## src/rtl/apmu_ibex_pkg.sv

```systemverilog
// Shared types for the EX-stage multiply/divide engine.
// Operator encoding and iterative-engine state encoding.
package apmu_ibex_pkg;

  typedef enum logic [1:0] {
    MD_OP_MULL = 2'd0,
    MD_OP_MULH = 2'd1,
    MD_OP_DIV  = 2'd2,
    MD_OP_REM  = 2'd3
  } md_op_e;

  typedef enum logic [1:0] {
    MD_IDLE = 2'd0,
    MD_CALC = 2'd1,
    MD_FIX  = 2'd2,
    MD_DONE = 2'd3
  } md_iter_state_e;

endpackage

```

## src/rtl/apmu_ibex_md_step.sv

```systemverilog
// One combinational iteration: BITS_PER_CYCLE multiply-accumulate steps (MSB-first
// Horner form) or BITS_PER_CYCLE restoring-divide steps.
module apmu_ibex_md_step #(
  parameter int WIDTH          = 32,
  parameter int BITS_PER_CYCLE = 1
) (
  input  logic               div_i,
  input  logic [2*WIDTH-1:0] acc_i,
  input  logic [WIDTH-1:0]   opnd_i,
  input  logic [WIDTH-1:0]   shreg_i,
  output logic [2*WIDTH-1:0] acc_o,
  output logic [WIDTH-1:0]   shreg_o
);

  localparam int BPC = BITS_PER_CYCLE;

  logic [WIDTH:0]       rem;
  logic [WIDTH:0]       diff;
  logic [WIDTH-1:0]     sh;
  logic [WIDTH+BPC-1:0] pp;

  always_comb begin
    acc_o   = acc_i;
    shreg_o = shreg_i;
    rem     = acc_i[WIDTH:0];
    sh      = shreg_i;
    diff    = '0;
    pp      = '0;
    if (div_i) begin
      // Dividend bits leave at the top of sh while quotient bits enter at the bottom.
      for (int i = 0; i < BPC; i++) begin
        rem  = {rem[WIDTH-1:0], sh[WIDTH-1]};
        diff = rem - {1'b0, opnd_i};
        sh   = {sh[WIDTH-2:0], ~diff[WIDTH]};
        if (!diff[WIDTH]) rem = diff;
      end
      acc_o   = {{(WIDTH-1){1'b0}}, rem};
      shreg_o = sh;
    end else begin
      pp      = {{BPC{1'b0}}, opnd_i} * {{WIDTH{1'b0}}, shreg_i[WIDTH-1 -: BPC]};
      acc_o   = {acc_i[2*WIDTH-BPC-1:0], {BPC{1'b0}}} + {{(WIDTH-BPC){1'b0}}, pp};
      shreg_o = {shreg_i[WIDTH-BPC-1:0], {BPC{1'b0}}};
    end
  end

endmodule

```

## src/rtl/apmu_ibex_multdiv_iter.sv

```systemverilog
// Iterative RV32M multiply/divide engine with private partial-result registers,
// optional early-out and data-independent timing.
module apmu_ibex_multdiv_iter
  import apmu_ibex_pkg::*;
#(
  parameter int WIDTH          = 32,
  parameter int BITS_PER_CYCLE = 1,
  parameter bit EARLY_OUT      = 1'b1
) (
  input  logic             clk_i,
  input  logic             rst_ni,
  input  logic             in_valid_i,
  output logic             in_ready_o,
  input  md_op_e           operator_i,
  input  logic [1:0]       signed_mode_i,
  input  logic [WIDTH-1:0] op_a_i,
  input  logic [WIDTH-1:0] op_b_i,
  input  logic             data_ind_timing_i,
  input  logic             kill_i,
  output logic             out_valid_o,
  input  logic             out_ready_i,
  output logic [WIDTH-1:0] result_o,
  output logic             busy_o
);

  localparam int ITERS = WIDTH / BITS_PER_CYCLE;
  localparam int CNT_W = $clog2(ITERS);
  localparam logic [CNT_W-1:0] CNT_LOAD = CNT_W'(ITERS - 1);
  localparam logic [WIDTH-1:0] MOST_NEG = {1'b1, {(WIDTH-1){1'b0}}};

  md_iter_state_e     state_q, state_d;
  logic [CNT_W-1:0]   cnt_q, cnt_d;
  md_op_e             op_q, op_d;
  logic               a_neg_q, a_neg_d, b_neg_q, b_neg_d;
  logic               b_zero_q, b_zero_d, early_q, early_d;
  logic [2*WIDTH-1:0] acc_q, acc_d;
  logic [WIDTH-1:0]   opnd_q, opnd_d, shreg_q, shreg_d, result_q, result_d;

  logic               is_div_in, is_div_q, a_neg_in, b_neg_in, ovf_in, early_hit;
  logic [WIDTH-1:0]   a_mag, b_mag, early_res, fix_res, quo, rem;
  logic [2*WIDTH-1:0] prod, step_acc;
  logic [WIDTH-1:0]   step_sh;

  assign is_div_in = (operator_i == MD_OP_DIV) || (operator_i == MD_OP_REM);
  assign is_div_q  = (op_q == MD_OP_DIV) || (op_q == MD_OP_REM);
  assign a_neg_in  = signed_mode_i[0] & op_a_i[WIDTH-1];
  assign b_neg_in  = signed_mode_i[1] & op_b_i[WIDTH-1];
  assign a_mag     = a_neg_in ? -op_a_i : op_a_i;
  assign b_mag     = b_neg_in ? -op_b_i : op_b_i;
  assign ovf_in    = (signed_mode_i == 2'b11) && (op_a_i == MOST_NEG) && (op_b_i == '1);

  always_comb begin
    early_res = '0;
    early_hit = 1'b0;
    if (is_div_in) begin
      if (op_b_i == '0) begin
        early_hit = 1'b1;
        early_res = (operator_i == MD_OP_DIV) ? '1 : op_a_i;
      end else if (ovf_in) begin
        early_hit = 1'b1;
        early_res = (operator_i == MD_OP_DIV) ? op_a_i : '0;
      end
    end else if ((op_a_i == '0) || (op_b_i == '0)) begin
      early_hit = 1'b1;
    end
    early_hit = early_hit & EARLY_OUT & ~data_ind_timing_i;
  end

  apmu_ibex_md_step #(
    .WIDTH          (WIDTH),
    .BITS_PER_CYCLE (BITS_PER_CYCLE)
  ) u_step (
    .div_i   (is_div_q),
    .acc_i   (acc_q),
    .opnd_i  (opnd_q),
    .shreg_i (shreg_q),
    .acc_o   (step_acc),
    .shreg_o (step_sh)
  );

  // A zero divisor keeps the all-ones quotient unsigned regardless of the dividend sign.
  always_comb begin
    prod    = (a_neg_q ^ b_neg_q) ? -acc_q : acc_q;
    quo     = ((a_neg_q ^ b_neg_q) & ~b_zero_q) ? -shreg_q : shreg_q;
    rem     = a_neg_q ? -acc_q[WIDTH-1:0] : acc_q[WIDTH-1:0];
    fix_res = '0;
    unique case (op_q)
      MD_OP_MULL: fix_res = prod[WIDTH-1:0];
      MD_OP_MULH: fix_res = prod[2*WIDTH-1:WIDTH];
      MD_OP_DIV:  fix_res = quo;
      MD_OP_REM:  fix_res = rem;
      default:    fix_res = '0;
    endcase
  end

  // Input side transfers on in_valid_i & in_ready_o, output side on out_valid_o & out_ready_i;
  // kill_i overrides both and an early-out result still passes through FIX for a uniform 1-cycle delay.
  always_comb begin
    state_d  = state_q;
    cnt_d    = cnt_q;
    op_d     = op_q;
    a_neg_d  = a_neg_q;
    b_neg_d  = b_neg_q;
    b_zero_d = b_zero_q;
    early_d  = early_q;
    acc_d    = acc_q;
    opnd_d   = opnd_q;
    shreg_d  = shreg_q;
    result_d = result_q;
    unique case (state_q)
      MD_IDLE: begin
        if (in_valid_i && !kill_i) begin
          op_d     = operator_i;
          a_neg_d  = a_neg_in;
          b_neg_d  = b_neg_in;
          b_zero_d = (op_b_i == '0);
          acc_d    = '0;
          opnd_d   = is_div_in ? b_mag : a_mag;
          shreg_d  = is_div_in ? a_mag : b_mag;
          cnt_d    = CNT_LOAD;
          early_d  = early_hit;
          if (early_hit) begin
            result_d = early_res;
            state_d  = MD_FIX;
          end else begin
            state_d  = MD_CALC;
          end
        end
      end
      MD_CALC: begin
        acc_d   = step_acc;
        shreg_d = step_sh;
        if (cnt_q == '0) state_d = MD_FIX;
        else             cnt_d   = cnt_q - 1'b1;
      end
      MD_FIX: begin
        if (!early_q) result_d = fix_res;
        state_d = MD_DONE;
      end
      MD_DONE: begin
        if (out_ready_i) state_d = MD_IDLE;
      end
      default: state_d = MD_IDLE;
    endcase
    if (kill_i && (state_q != MD_IDLE)) state_d = MD_IDLE;
  end

  always_ff @(posedge clk_i or negedge rst_ni) begin
    if (!rst_ni) begin
      state_q  <= MD_IDLE;
      cnt_q    <= '0;
      op_q     <= MD_OP_MULL;
      a_neg_q  <= 1'b0;
      b_neg_q  <= 1'b0;
      b_zero_q <= 1'b0;
      early_q  <= 1'b0;
      acc_q    <= '0;
      opnd_q   <= '0;
      shreg_q  <= '0;
      result_q <= '0;
    end else begin
      state_q  <= state_d;
      cnt_q    <= cnt_d;
      op_q     <= op_d;
      a_neg_q  <= a_neg_d;
      b_neg_q  <= b_neg_d;
      b_zero_q <= b_zero_d;
      early_q  <= early_d;
      acc_q    <= acc_d;
      opnd_q   <= opnd_d;
      shreg_q  <= shreg_d;
      result_q <= result_d;
    end
  end

  assign in_ready_o  = (state_q == MD_IDLE);
  assign out_valid_o = (state_q == MD_DONE);
  assign busy_o      = (state_q != MD_IDLE);
  assign result_o    = result_q;

  a_valid_done: assert property (@(posedge clk_i) disable iff (!rst_ni)
    out_valid_o |-> (state_q == MD_DONE));
  a_ready_idle: assert property (@(posedge clk_i) disable iff (!rst_ni)
    in_ready_o |-> (state_q == MD_IDLE));
  a_cnt_no_underflow: assert property (@(posedge clk_i) disable iff (!rst_ni)
    ((state_q == MD_CALC) && (cnt_q == '0)) |=> (state_q != MD_CALC));
  a_in_stable: assert property (@(posedge clk_i) disable iff (!rst_ni)
    (in_valid_i && !in_ready_o) |=> (in_valid_i && $stable(operator_i) && $stable(signed_mode_i)
                                     && $stable(op_a_i) && $stable(op_b_i)));

endmodule

```

## config.mk

```make
export PLATFORM = sky130hd
export DESIGN_NAME = apmu_ibex_multdiv_iter
export DESIGN_NICKNAME = d
export VERILOG_FILES = /design/src/rtl/apmu_ibex_pkg.sv /design/src/rtl/apmu_ibex_md_step.sv /design/src/rtl/apmu_ibex_multdiv_iter.sv
export SDC_FILE = /design/constraint.sdc
export NUM_CORES = 1
export LEC_CHECK = 0
export CAP_MARGIN = 5
export CORE_MARGIN = 4
export CORE_UTILIZATION = 60
export DETAILED_ROUTE_END_ITERATION = 16
export PLACE_DENSITY = 0.91
export SLEW_MARGIN = 20
export SYNTH_ARGS = -nofsm -noshare
export SYNTH_HDL_FRONTEND = slang
export SYNTH_SLANG_ARGS = --single-unit
```

## constraint.sdc

```tcl
create_clock -name clk_i -period 8 [get_ports clk_i]
set_clock_uncertainty 0.15 [all_clocks]
set_input_delay 1.2 -clock clk_i [delete_from_list [all_inputs] [get_ports clk_i]]
set_output_delay 1.2 -clock clk_i [all_outputs]
set_load 0.03 [all_outputs]
```

Word level (Yosys, flattened, before mapping)
Cells that the tools add are included.
- flip-flop bits (word level): 173
- bits in latches: 0
- memory bits (writable): 0
- memory bits (read-only): 0
- bits of input ports: 74
- output and inout port bits: 35
- word-level logic and storage cells: 104
- memories: 0
- add/subtract/negate cells: 8
- multiply operators: 1
- div/mod/pow operators: 0
- $lt $le $gt $ge: 0
- equality and inequality tests: 18
- shift-type cells: 0
- muxes and demuxes: 37
- bitwise operators: 8
- reduce and logical (&&, ||, !) cells: 21
- operators with widths (operator ; number):
    $mux W32 ; 15
    $mux W64 ; 3
    $neg A32 Y32 ; 4
    $pmux W32 S2 ; 2
    $pmux W32 S4 ; 1
    $pmux W64 S2 ; 1
    $add A64 B33 Y64 ; 1
    $eq A32 B32 Y1 const B ; 2
    $logic_not A32 Y1 ; 2
    $neg A64 Y64 ; 1
    $mul A32 B1 Y33 ; 1
    $mux W33 ; 1
    $sub A33 B32 Y33 ; 1
    $eq A2 B2 Y1 const B ; 7
    $mux W2 ; 5
    $mux W5 ; 2
    $pmux W5 S2 ; 1
    $pmux W2 S4 ; 1
    $ne A3 B1 Y1 const B ; 2
    $reduce_and A3 Y1 ; 2
    $reduce_bool A2 Y1 ; 3
    $logic_not A5 Y1 ; 1
    $mux W1 ; 5
    $sub A5 B1 Y5 const B ; 1
    other kinds (13) ; 28

Logic depth before layout (Yosys ltp)
- depth in word-level cells: 11
- gate-level depth with buffers: 18
- depth with buffers taken out: 16

Cells and area by module
From an unflattened synthesis, not the netlist that was laid out.
- cell total of the unflattened synthesis: 2468
- area total of the unflattened synthesis: 18561.6 um2
- modules (own cells, without submodules) (module ; times used ; cells each ; area an instance (um2) ; seq. area each (um2)):
    apmu_ibex_multdiv_iter ; 1 ; 1650 ; 13300.3 ; 4329.2
    apmu_ibex_md_step ; 1 ; 818 ; 5261.3 ; 0.0

Worst setup path after synthesis
OpenSTA, ideal clock, no wires.
- path kind: reg2reg
- start point: register shreg_q[31]
- end point: register acc_q[20]
- arrival: 4.273 ns
- data required time: 7.729 ns
- setup slack: 3.457 ns
- stages on the path, launching flop included: 18
- buffers on the path: 4
- clock period less this slack: 4.543 ns
- cell sequence: dfrtp_1 > clkinv_1 > clkbuf_1 > ha_1 > fa_1 > nor2b_1 > o31ai_1 > a21oi_1 > o211ai_1 > a31oi_1 > o41ai_1 > o21ai_0 > ha_1 > clkbuf_1 > clkbuf_1 > clkbuf_1 > o2111ai_1 > a22o_1
- cells in the longest elaborated chain, start to end: 4
- elaborated cells between the ends (all ways): 6
- classes of those cells: add/sub: 2; mul: 1; mux: 3
- ends and longest elaborated chain (element ; RTL line ; RTL):
    start, declared ; apmu_ibex_multdiv_iter.sv:37 ; logic [WIDTH-1:0] opnd_q, opnd_d, shreg_q, shreg_d, result_q, result_d;
    start signal, assigned ; apmu_ibex_multdiv_iter.sv:171 ; shreg_q <= shreg_d;
    $mul A32 B1 Y33 or $sub A33 B32 Y33 (tied branches) ; apmu_ibex_md_step.sv:40, apmu_ibex_md_step.sv:33 ;
    $add A64 B33 Y64 or $mux W33 (tied branches) ; apmu_ibex_md_step.sv:41, apmu_ibex_md_step.sv:35 ;
    $mux W64 (*) ; apmu_ibex_md_step.sv:29 ; if (div_i) begin
    $pmux W64 S2 (*) ; apmu_ibex_multdiv_iter.sv:110 ; unique case (state_q)
    end signal, assigned ; apmu_ibex_multdiv_iter.sv:157 ; acc_q <= '0;
    end signal, assigned ; apmu_ibex_multdiv_iter.sv:169 ; acc_q <= acc_d;
    end, declared ; apmu_ibex_multdiv_iter.sv:36 ; logic [2*WIDTH-1:0] acc_q, acc_d;
Mark *: on every way between the ends. The rest lies on a longest branch, timed or not.
A chain may end at the register's enable or synchronous reset.

Final worst setup path
- start point: register acc_q[1]
- end point: register acc_q[27]
- cells in the longest elaborated chain, start to end: 4
- elaborated cells between the ends (all ways): 5
- classes of those cells: add/sub: 2; mux: 3
- ends and longest elaborated chain (element ; RTL line ; RTL):
    $sub A33 B32 Y33 ; apmu_ibex_md_step.sv:33 ; diff = rem - {1'b0, opnd_i};
    $mux W33 ; apmu_ibex_md_step.sv:35 ; if (!diff[WIDTH]) rem = diff;
    $mux W64 (*) ; apmu_ibex_md_step.sv:29 ;
    $pmux W64 S2 (*) ; apmu_ibex_multdiv_iter.sv:110 ;
Marked as above.

==> results.toml <==
[cts]
clock_path_buffers = 2
clkSlewWorstSetupHoldPaths_ns = 0.09
clock_sink_count = 173
post_cts_buffers = 0
htreeDepth = 4
cts_buffers = 17
cts_hold_buf = 0
post_cts_resized = 0
cts_tree = "done"
clock_latency_ns = 0.48
cts_root_buf = "clkbuf_16"

[job]
drv_cap = 0

[synth]
synthFlopType = "dfrtp_1"
synth.most_common_cell = "nor2_1"
post-synth-top-area-fraction = 0.247
async_flop_share = 1.00
synthesis.nets = 2537
synthCells = 2385
synth_top_area_cell = "dfrtp_1"
yosys-top-cells-area = "dfrtp_1 (25%), xnor2_1 (7.4%), a21oi_1 (6.8%), o21ai_0 (6.2%), nor2_1 (6.2%)"
ys_top_cells_by_count = "nor2_1 (288), a21oi_1 (239), nand2_1 (235)"
avgSynthCellArea_um2 = 7.36
synth.distinct_cells = 90
synth-edff-count = 0
seq_area_frac_synth = 0.247
synth_area_um2 = 17600
yosys_warnings = 0
ys_ff_latch = 173

[die]
floorplan.rows = 62
die_area_um2 = 32100
die_h_um = 179
start_util = 0.610
io_pins = 109
dieWidth_um = 179
core_um2 = 28800

[hold_path]
min_from = "opnd_q[18]"
hold_path_end = "opnd_q[18]"
hold_class = "reg2reg"
whs_path_depth = 2

[sta]
setup_ws_ns = 3.03
worstMarginPinSlew_ns = 1.17
final-max-slew-violation-count = 0
finalCritPeriodShare = 0.621
finalHoldViolCount = 0
fin_tns_setup_ns = 0
rsz0062_at_grt = "no"
fmax_mhz = 201
relSlewSlack = 0.223
min_period_ns = 4.97
setup_viol = 0

[setup_path]
cp_cell_sequence = "ha_1 > nor2b_1 > o31ai_1 > a21oi_1 > o211ai_1 > a31oi_1 > o41ai_1 > o21ai_0 > ha_1 > buf_4 > inv_1 > nor3_1 > a21oi_1 > nor3b_1 > o21ai_0"
slowest_delay_ns = 0.50
end_kind = "flop"
r2r_start = "acc_q[1]"
critPathArrivalTime_ns = 5.22
cp_top_family = "compound AO/OA/AOI/OAI gates"
crit_fanout = 28
required_ns = 8.25
crit_slowest_cell = "dfrtp_1"
startpoint_type = "flop"
worstReg2RegEnd = "acc_q[27]"
reg2regPathDepth = 15
cp.buffers_inverters = 2
rrSetupSlack_ns = 3.03
timing_worst_setup_path_type = "reg2reg"

[grt]
grt_pass1_wl_um = 103000
grt_pass1_vias = 17700
grt_max_degree = 121
overflow = 0
antenna_found_initial = 0
grt_use_total = 0.417

[power_and_ir_drop]
p_sw_mw = 4.77
pwr-share-seq = 0.208
pwr-share-comb = 0.685
swShare = 0.561
power.total_mw = 8.50
power_density_nw_per_um2 = 441
ir_drop_mv = 0.283
pwr-share-clk = 0.107
p_leak_nw = 7.67
p_int_mw = 3.73

[drt]
drt_first_pass_iters = 8
drc = 0
ant_nets = 0
via_per_inst = 6.94
wl_um = 67700
detail_route.wl_per_cell_um = 24.6
drt_iter0_drc = 3270
num_vias = 19100

[final_layout]
areaGrowthSynthToFinish_pct = 9.65
postLayoutCellArea_um2 = 19300
antennaDiodeCount = 0
final_util = 0.669
nets = 2512
drive_above_1_share = 0.0438

[place]
placed_area_um2 = 18600
routabilityCongestion = 1.06
hpwl_um = 51100
post-place-ws_ns = 2.99
io_buffers = 108

[outcome]
outcome = "complete, no violations"
-- layout by cell type (no fill, tap or decap), drive strengths merged, types with 8 or more instances in the layout --
cell / netlist / layout
a211oi: 39 / 39
a21o: 28 / 28
a21oi: 240 / 240
a221o: 9 / 9
a22oi: 10 / 10
a31oi: 32 / 32
and3: 21 / 21
buf: 43 / 26
clkbuf: 133 / 17
clkdlybuf4s50: 0 / 106
dfrtp: 173 / 173
ha: 76 / 76
inv: 71 / 80
mux2: 14 / 14
mux2i: 21 / 21
nand2: 235 / 235
nand2b: 15 / 15
nand3: 37 / 37
nand3b: 9 / 9
nand4: 25 / 25
nor2: 290 / 290
nor2b: 12 / 12
nor3: 61 / 61
nor4: 34 / 34
o211ai: 12 / 12
o21a: 14 / 14
o21ai: 236 / 236
o21bai: 9 / 9
o221ai: 8 / 8
o22ai: 19 / 19
o31ai: 38 / 38
o41ai: 9 / 9
or3: 25 / 25
or4: 23 / 23
xnor2: 148 / 148
xor2: 102 / 102
-- metrics by stage --
stage	hold slack (ns)	cells
after floorplan	0.297	2385
after global routing	0.370	2757
after detailed placement	0.321	2724
after global placement	0.310	2723
final	0.339	2757
after CTS	0.339	2756
-- sequential cells by signal (all words and copies together) (netlist names) --
register  flops
op_q          2
cnt_q         5
b_zero_q      1
acc_q        64
opnd_q       32
early_q       1
result_o     32
a_neg_q       1
b_neg_q       1
shreg_q      32
state_q       2
-- final cells by class --
class	instances	area, um^2
tap	384	480
fill	2462	9530
clock inverter	15	193
sequential	173	4330
clock buffer	17	425
inverter	73	274
timing repair buffer	132	1290
multi-input combinational	1963	12300
-- power groups by stage --
stage / Clock (mW) / Sequential, mW / Combinational [mW]
floorplan: 0 / 1.55 / 4.05
global placement: 0 / 1.73 / 5.47
detailed placement: 0 / 1.75 / 5.55
CTS: 0.902 / 1.74 / 5.60
global route: 0.939 / 1.79 / 6.22
finish: 0.907 / 1.77 / 5.82
-- worst max-delay path by stage --
stage                start            to  slack (ns)  depth (start not counted)
6_report          acc_q[1]     acc_q[27]        3.03                         15
5_1_grt           acc_q[6]     acc_q[27]        2.73                         14
4_1_cts           acc_q[1]     acc_q[27]        3.14                         15
3_5_place_dp    op_a_i[24]  result_o[25]        2.99                          9
3_3_place_gp    op_b_i[26]  result_o[16]        3.03                         10
2_1_floorplan  shreg_q[31]     acc_q[20]        3.46                         17
-- worst min-delay path: stages, from the launching register on --
cell	delay, ns
dfrtp_1	0.35
nand2_1	0.05
o21ai_0	0.06
-- metal layers --
| metal | vias up | global-route usage | wire, um |
|---|---|---|---|
| li1 | 8524 | - | - |
| met1 | 8928 | 0.558 | 26500 |
| met2 | 1415 | 0.619 | 28800 |
| met3 | 280 | 0.105 | 8100 |
| met4 | 0 | 0.225 | 4350 |
| met5 | - | 0 | 0 |
-- logic make-up (layout without fill, tap and decap cells) --
kind of cell	after synthesis	count (layout)	synth area share
AOI/OAI and AO/OA	776	776	0.271
xor gates and xnor gates	250	250	0.125
adders and majority gates	78	78	0.0564
buffers and inverters	249	237	0.0581
DFF	173	173	0.247
muxes	35	35	0.0210
and+or+nand+nor	824	824	0.222
Power figures use the tool's default switching activity.
